$ cat config.mk
export PLATFORM = sky130hd
export DESIGN_NAME = shift_register_universal
export DESIGN_NICKNAME = d
export VERILOG_FILES = /design/src/rtl/shift_register_universal.sv
export SDC_FILE = /design/constraint.sdc
export NUM_CORES = 1
export LEC_CHECK = 0
export ABC_AREA = 1
export CAP_MARGIN = 20
export CELL_PAD_IN_SITES_DETAIL_PLACEMENT = 0
export CELL_PAD_IN_SITES_GLOBAL_PLACEMENT = 1
export CORE_AREA = 2 2 58 60
export CTS_CLUSTER_SIZE = 40
export DETAILED_ROUTE_END_ITERATION = 8
export DIE_AREA = 0 0 60 62
export PLACE_DENSITY_LB_ADDON = 0.3
export SYNTH_ARGS = -nofsm -noshare
export SYNTH_HDL_FRONTEND = slang
export SYNTH_SLANG_ARGS = --single-unit
$ cat constraint.sdc
create_clock -name Clock -period 1.6 [get_ports Clock]
set_input_delay 0.32 -clock Clock [delete_from_list [all_inputs] [get_ports Clock]]
set_output_delay 0.32 -clock Clock [all_outputs]
set_load 0.005 [all_outputs]
$ cat src/rtl/shift_register_universal.sv
// shift_register_universal
//   WIDTH-bit universal register: hold, parallel load, logical shift left/right,
//   rotate left/right, with a saturating count of bits shifted out since the
//   last load or clear.
//
//   Optional feature macro: ARITH_SHIFT_EN
//     defined   -> Mode 110 is an arithmetic right shift (MSB replicated)
//     undefined -> Mode 110 behaves as hold
//
// Ports
//   Clock       in   rising-edge clock
//   Clear       in   synchronous active-high clear of all state
//   Enable      in   low: all state holds; high: Mode is acted on
//   Mode[2:0]   in   operation select
//   D           in   parallel load data
//   SerialInL   in   bit entering at the MSB on right shifts
//   SerialInR   in   bit entering at the LSB on left shifts
//   Q           out  register contents
//   SerialOut   out  last bit shifted or rotated out
//   ShiftCount  out  shifts since last load/clear, saturates at WIDTH
//   Drained     out  ShiftCount == WIDTH
module shift_register_universal #(
  parameter int WIDTH = 8,
  parameter int CW    = $clog2(WIDTH + 1)
) (
  input  logic             Clock,
  input  logic             Clear,
  input  logic             Enable,
  input  logic [2:0]       Mode,
  input  logic [WIDTH-1:0] D,
  input  logic             SerialInL,
  input  logic             SerialInR,
  output logic [WIDTH-1:0] Q,
  output logic             SerialOut,
  output logic [CW-1:0]    ShiftCount,
  output logic             Drained
);

  localparam logic [2:0] MODE_HOLD  = 3'b000;
  localparam logic [2:0] MODE_SHL   = 3'b001;
  localparam logic [2:0] MODE_SHR   = 3'b010;
  localparam logic [2:0] MODE_LOAD  = 3'b011;
  localparam logic [2:0] MODE_ROTL  = 3'b100;
  localparam logic [2:0] MODE_ROTR  = 3'b101;
`ifdef ARITH_SHIFT_EN
  localparam logic [2:0] MODE_ASHR  = 3'b110;
`endif

  localparam logic [CW-1:0] COUNT_FULL = CW'(WIDTH);

  logic [WIDTH-1:0] q_next;
  logic             so_next;
  logic [CW-1:0]    cnt_next;
  logic [CW-1:0]    cnt_inc;

  // Count never wraps: once full it sticks until a load or clear.
  assign cnt_inc = (ShiftCount == COUNT_FULL) ? ShiftCount : ShiftCount + 1'b1;

  always_comb begin
    q_next   = Q;
    so_next  = SerialOut;
    cnt_next = ShiftCount;
    case (Mode)
      MODE_SHL: begin
        q_next   = {Q[WIDTH-2:0], SerialInR};
        so_next  = Q[WIDTH-1];
        cnt_next = cnt_inc;
      end
      MODE_SHR: begin
        q_next   = {SerialInL, Q[WIDTH-1:1]};
        so_next  = Q[0];
        cnt_next = cnt_inc;
      end
      MODE_LOAD: begin
        q_next   = D;
        so_next  = 1'b0;
        cnt_next = '0;
      end
      MODE_ROTL: begin
        q_next  = {Q[WIDTH-2:0], Q[WIDTH-1]};
        so_next = Q[WIDTH-1];
      end
      MODE_ROTR: begin
        q_next  = {Q[0], Q[WIDTH-1:1]};
        so_next = Q[0];
      end
`ifdef ARITH_SHIFT_EN
      MODE_ASHR: begin
        q_next   = {Q[WIDTH-1], Q[WIDTH-1:1]};
        so_next  = Q[0];
        cnt_next = cnt_inc;
      end
`endif
      default: begin
        // MODE_HOLD, reserved 111, and 110 when arithmetic shift is absent
        q_next   = Q;
        so_next  = SerialOut;
        cnt_next = ShiftCount;
      end
    endcase
  end

  always_ff @(posedge Clock) begin
    if (Clear) begin
      Q          <= '0;
      SerialOut  <= 1'b0;
      ShiftCount <= '0;
    end else if (Enable) begin
      Q          <= q_next;
      SerialOut  <= so_next;
      ShiftCount <= cnt_next;
    end
  end

  // Decoded from the count register only, so no input reaches this output.
  assign Drained = (ShiftCount == COUNT_FULL);

endmodule

==> implementation parameters <==
Parameter                              Value

Logic synthesis
  FF+latch count, synth ... 13
  Yosys Warn Count ... 0
  Mapped Nets ... around 160
  Cell area after synthesis ... between 800 and 900 µm²
  Distinct cell type count of the synthesized netlist ... 18
  Post-Synthesis Cells ... around 140
  Mean instance size in the synthesized netlist ... between 6 and 7 µm²
  Part of the Yosys area used for sequential elements ... 0.297

Power
  IR Drop Worst-Case VDD ... ~360 µV
  Power density normalized to cell area ... a little over 600 mW/mm²
  Leakage Power ... approximately 0.66 nW

Clock network
  Maximum buffer depth of the clock tree ... 2
  Register clock-pin slew on the reported worst setup and hold paths ... approximately 0.090 ns
  Clock root cell ... clkbuf_4
  Number of levels in the clock H-tree ... 1
  TritonCTS Buffers ... 3
  Later-pin clock latency in the skew report ... around 0.28 ns
  TritonCTS Sinks ... 13
  TritonCTS clock tree ... done
  Number of buffers inserted for hold repair after clock tree synthesis ... 0

STA
  Peak Freq ... about 640 MHz
  Hold Slack ... 0.513 ns
  Shortest period the worst path allows ... roughly 1.6 ns
  Final period util ... 0.974
  Final hold vios ... 0
  Number of setup violations in the final report ... 0
  Unrepaired setup endpoints after global routing ... false
  Count of final max-slew check failures ... 0
  Slew Limit Headroom ... 0.818
  Clk_skew ... about 0.005 ns
  Worst-case setup margin in the final layout ... around 0.041 ns
  Worst Max-Slew Pin Slew ... about 0.27 ns

Global route
  Vias in the first global route ... ~1000
  Initial antenna violation count ... 0
  Global-route wire length before repair ... 4240 µm
  Remaining global-route overflow ... 0
  GRT Total Usage ... 0.151
  Largest net degree at the start of global routing ... 15

Cells and area
  Combined area of the multi-input logic cells ... around 560 µm²
  Layout Utilization ... 0.429
  Final Non-Filler Cells ... 236
  Number of diodes added for antenna fixing ... 0
  Area added between synthesis and finish ... 55.6%
  Fill cell instance count of the final layout ... approximately 350
  Number of nets in the layout ... 210
  Register Area ... 265 µm²
  Top library cells by usage in the layout, fill and taps aside ... nand2_1 (51), clkdlybuf4s50_1 (26), buf_4 (14)
  Most common cell after layout, fill and taps aside ... nand2_1
  Final design area excluding fillers ... approximately 0.0014 mm²
  Share of layout cells above drive strength 1 ... 0.195

Setup path
  Cells traversed along the worst timing path ... clkdlybuf4s50_1
  CP bufs+invs ... 1
  Kind of end point of the critical path ... output port
  Kind of start point of the critical path ... flip-flop
  WP data required ... ~1.3 ns
  Category of the critical setup timing path ... flip-flop to output port
  Endpoint arrival time on the critical path ... roughly 1.2 ns
  Cell family contributing the most delay on the critical path ... buffers and inverters
  Worst stage delay on the critical path ... roughly 0.54 ns
  Slowest library cell on the worst path ... clkdlybuf4s50_1
  Largest fanout of any net on the critical path ... 5

Floorplan
  Top-Level Pins ... 30
  Chip Height ... between 60 and 70 µm
  Die Wd ... approximately 60 µm
  Die Outline Area ... 0.00372 mm²
  Number of core rows ... 21
  Floorplan core area ... between 0.003 and 0.004 mm²
  Initial Utilization ... 0.275

Status
  Result of the run ... finished, final reports clean

Place
  Count of input and output buffers ... 29
  Worst slack, placed ... -0.244 ns
  Number of placed cells counting well taps ... ~230
  Post-detailed-placement half-perimeter wirelength ... 1910 µm
  Placed Area ... around 0.0013 mm²
  RD Place Congestion ... about 0.86

Drt
  1st-pass router iterations ... 5
  Number of vias after detailed routing ... 1066
  Antenna-violating nets left ... 0
  Final WL ... 2550 µm
  Initial detailed-routing violation count ... between 40 and 50
  Average wire per standard cell ... 10.8 µm
  Mean number of vias per cell ... around 4.5
  Post-detailed-route DRC marker count ... 0

Run
  Count of maximum capacitance violations ... 0

Worst hold path
  Worst hold path class ... flip-flop to flip-flop
state kept, by name, summed over array words and instances, names as in the netlist:
name,count
Q,8
ShiftCount,4
SerialOut,1
synth_stat cells:
library cell | n | share of area
a21oi_1 | 11 | 0.063
buf_6 | 1 | 0.013
clkinv_1 | 1 | 0.0043
dfxtp_1 | 13 | 0.30
ha_1 | 3 | 0.043
inv_1 | 11 | 0.047
inv_2 | 4 | 0.017
nand2_1 | 53 | 0.23
nand2_2 | 3 | 0.021
nand2_4 | 1 | 0.013
nand3_1 | 11 | 0.063
nand3_4 | 1 | 0.020
nand4_1 | 5 | 0.036
nor2_1 | 14 | 0.060
o21ai_0 | 9 | 0.051
o21ai_1 | 1 | 0.0057
o21bai_1 | 1 | 0.0086
xor2_1 | 1 | 0.010
kinds of logic (layout without fill, tap and decap cells):
| logic type | after synthesis | after routing | share of synthesized area |
|---|---|---|---|
| XOR/XNOR | 1 | 1 | 0.0100 |
| adder cells (fa/ha/maj) | 3 | 3 | 0.0429 |
| AO/OA/AOI/OAI | 22 | 22 | 0.129 |
| buffers and inverters | 17 | 63 | 0.0814 |
| flip-flops | 13 | 13 | 0.297 |
| AND/OR/NAND/NOR | 88 | 88 | 0.440 |
stage by stage:
step           power [mW]  TNS (ns)
5_1_grt             0.889         0
6_report            0.829         0
3_5_place_dp        0.621     -2.47
4_1_cts             0.835         0
2_1_floorplan       0.485         0
3_3_place_gp        0.620     -2.06
per-layer routing:
metal  track usage  part of all wire  wire length (µm)  up-vias
met5             0                 0                 0        -
met3        0.0186             0.052               132        4
li1              -                 -                 -      556
met1         0.202              0.49              1250      470
met2         0.238              0.44              1130       36
met4        0.0794             0.015                37        0
path summary, 6_finish.rpt:
| check | depth (start not counted) | start | endpoint | slack (ns) |
|---|---|---|---|---|
| max | 1 | Q[7] | Q[7] | 0.04 |
| min | 4 | SerialOut | SerialOut | 0.51 |
| max reg2reg | 10 | ShiftCount[1] | ShiftCount[1] | 0.19 |
| min reg2reg | 4 | SerialOut | SerialOut | 0.51 |
what timing repair did:
| action | 4_1_cts | 5_1_grt |
|---|---|---|
| setup buffers | 1 | 0 |
| pin swaps | 1 | 1 |
| hold endpoints to repair | 0 | 0 |
| resized for setup | 6 | 11 |
| setup endpoints to repair | 1 | 14 |
power breakdown:
group / leakage [nW] / internal [mW] / switching (mW)
Sequential: 0.108 / 0.346 / 0.0217
Clock: 0.0150 / 0.0967 / 0.113
Combinational: 0.537 / 0.130 / 0.122
Total: 0.660 / 0.573 / 0.256
layout make-up:
cell class,count,share of cell area
multi-input combinational,114,0.410
timing repair buffer,43,0.290
sequential,13,0.195
inverter,16,0.0441
tap,46,0.0422
clock buffer,4,0.0193
tightest hold or removal path, delay by kind of cell (launching register included):
kind | cells | cell delay, ns
buf+inv | 1 | 0.05
flops | 1 | 0.32
simple gates | 3 | 0.12
No activity file was read; power rests on OpenSTA's default activity.
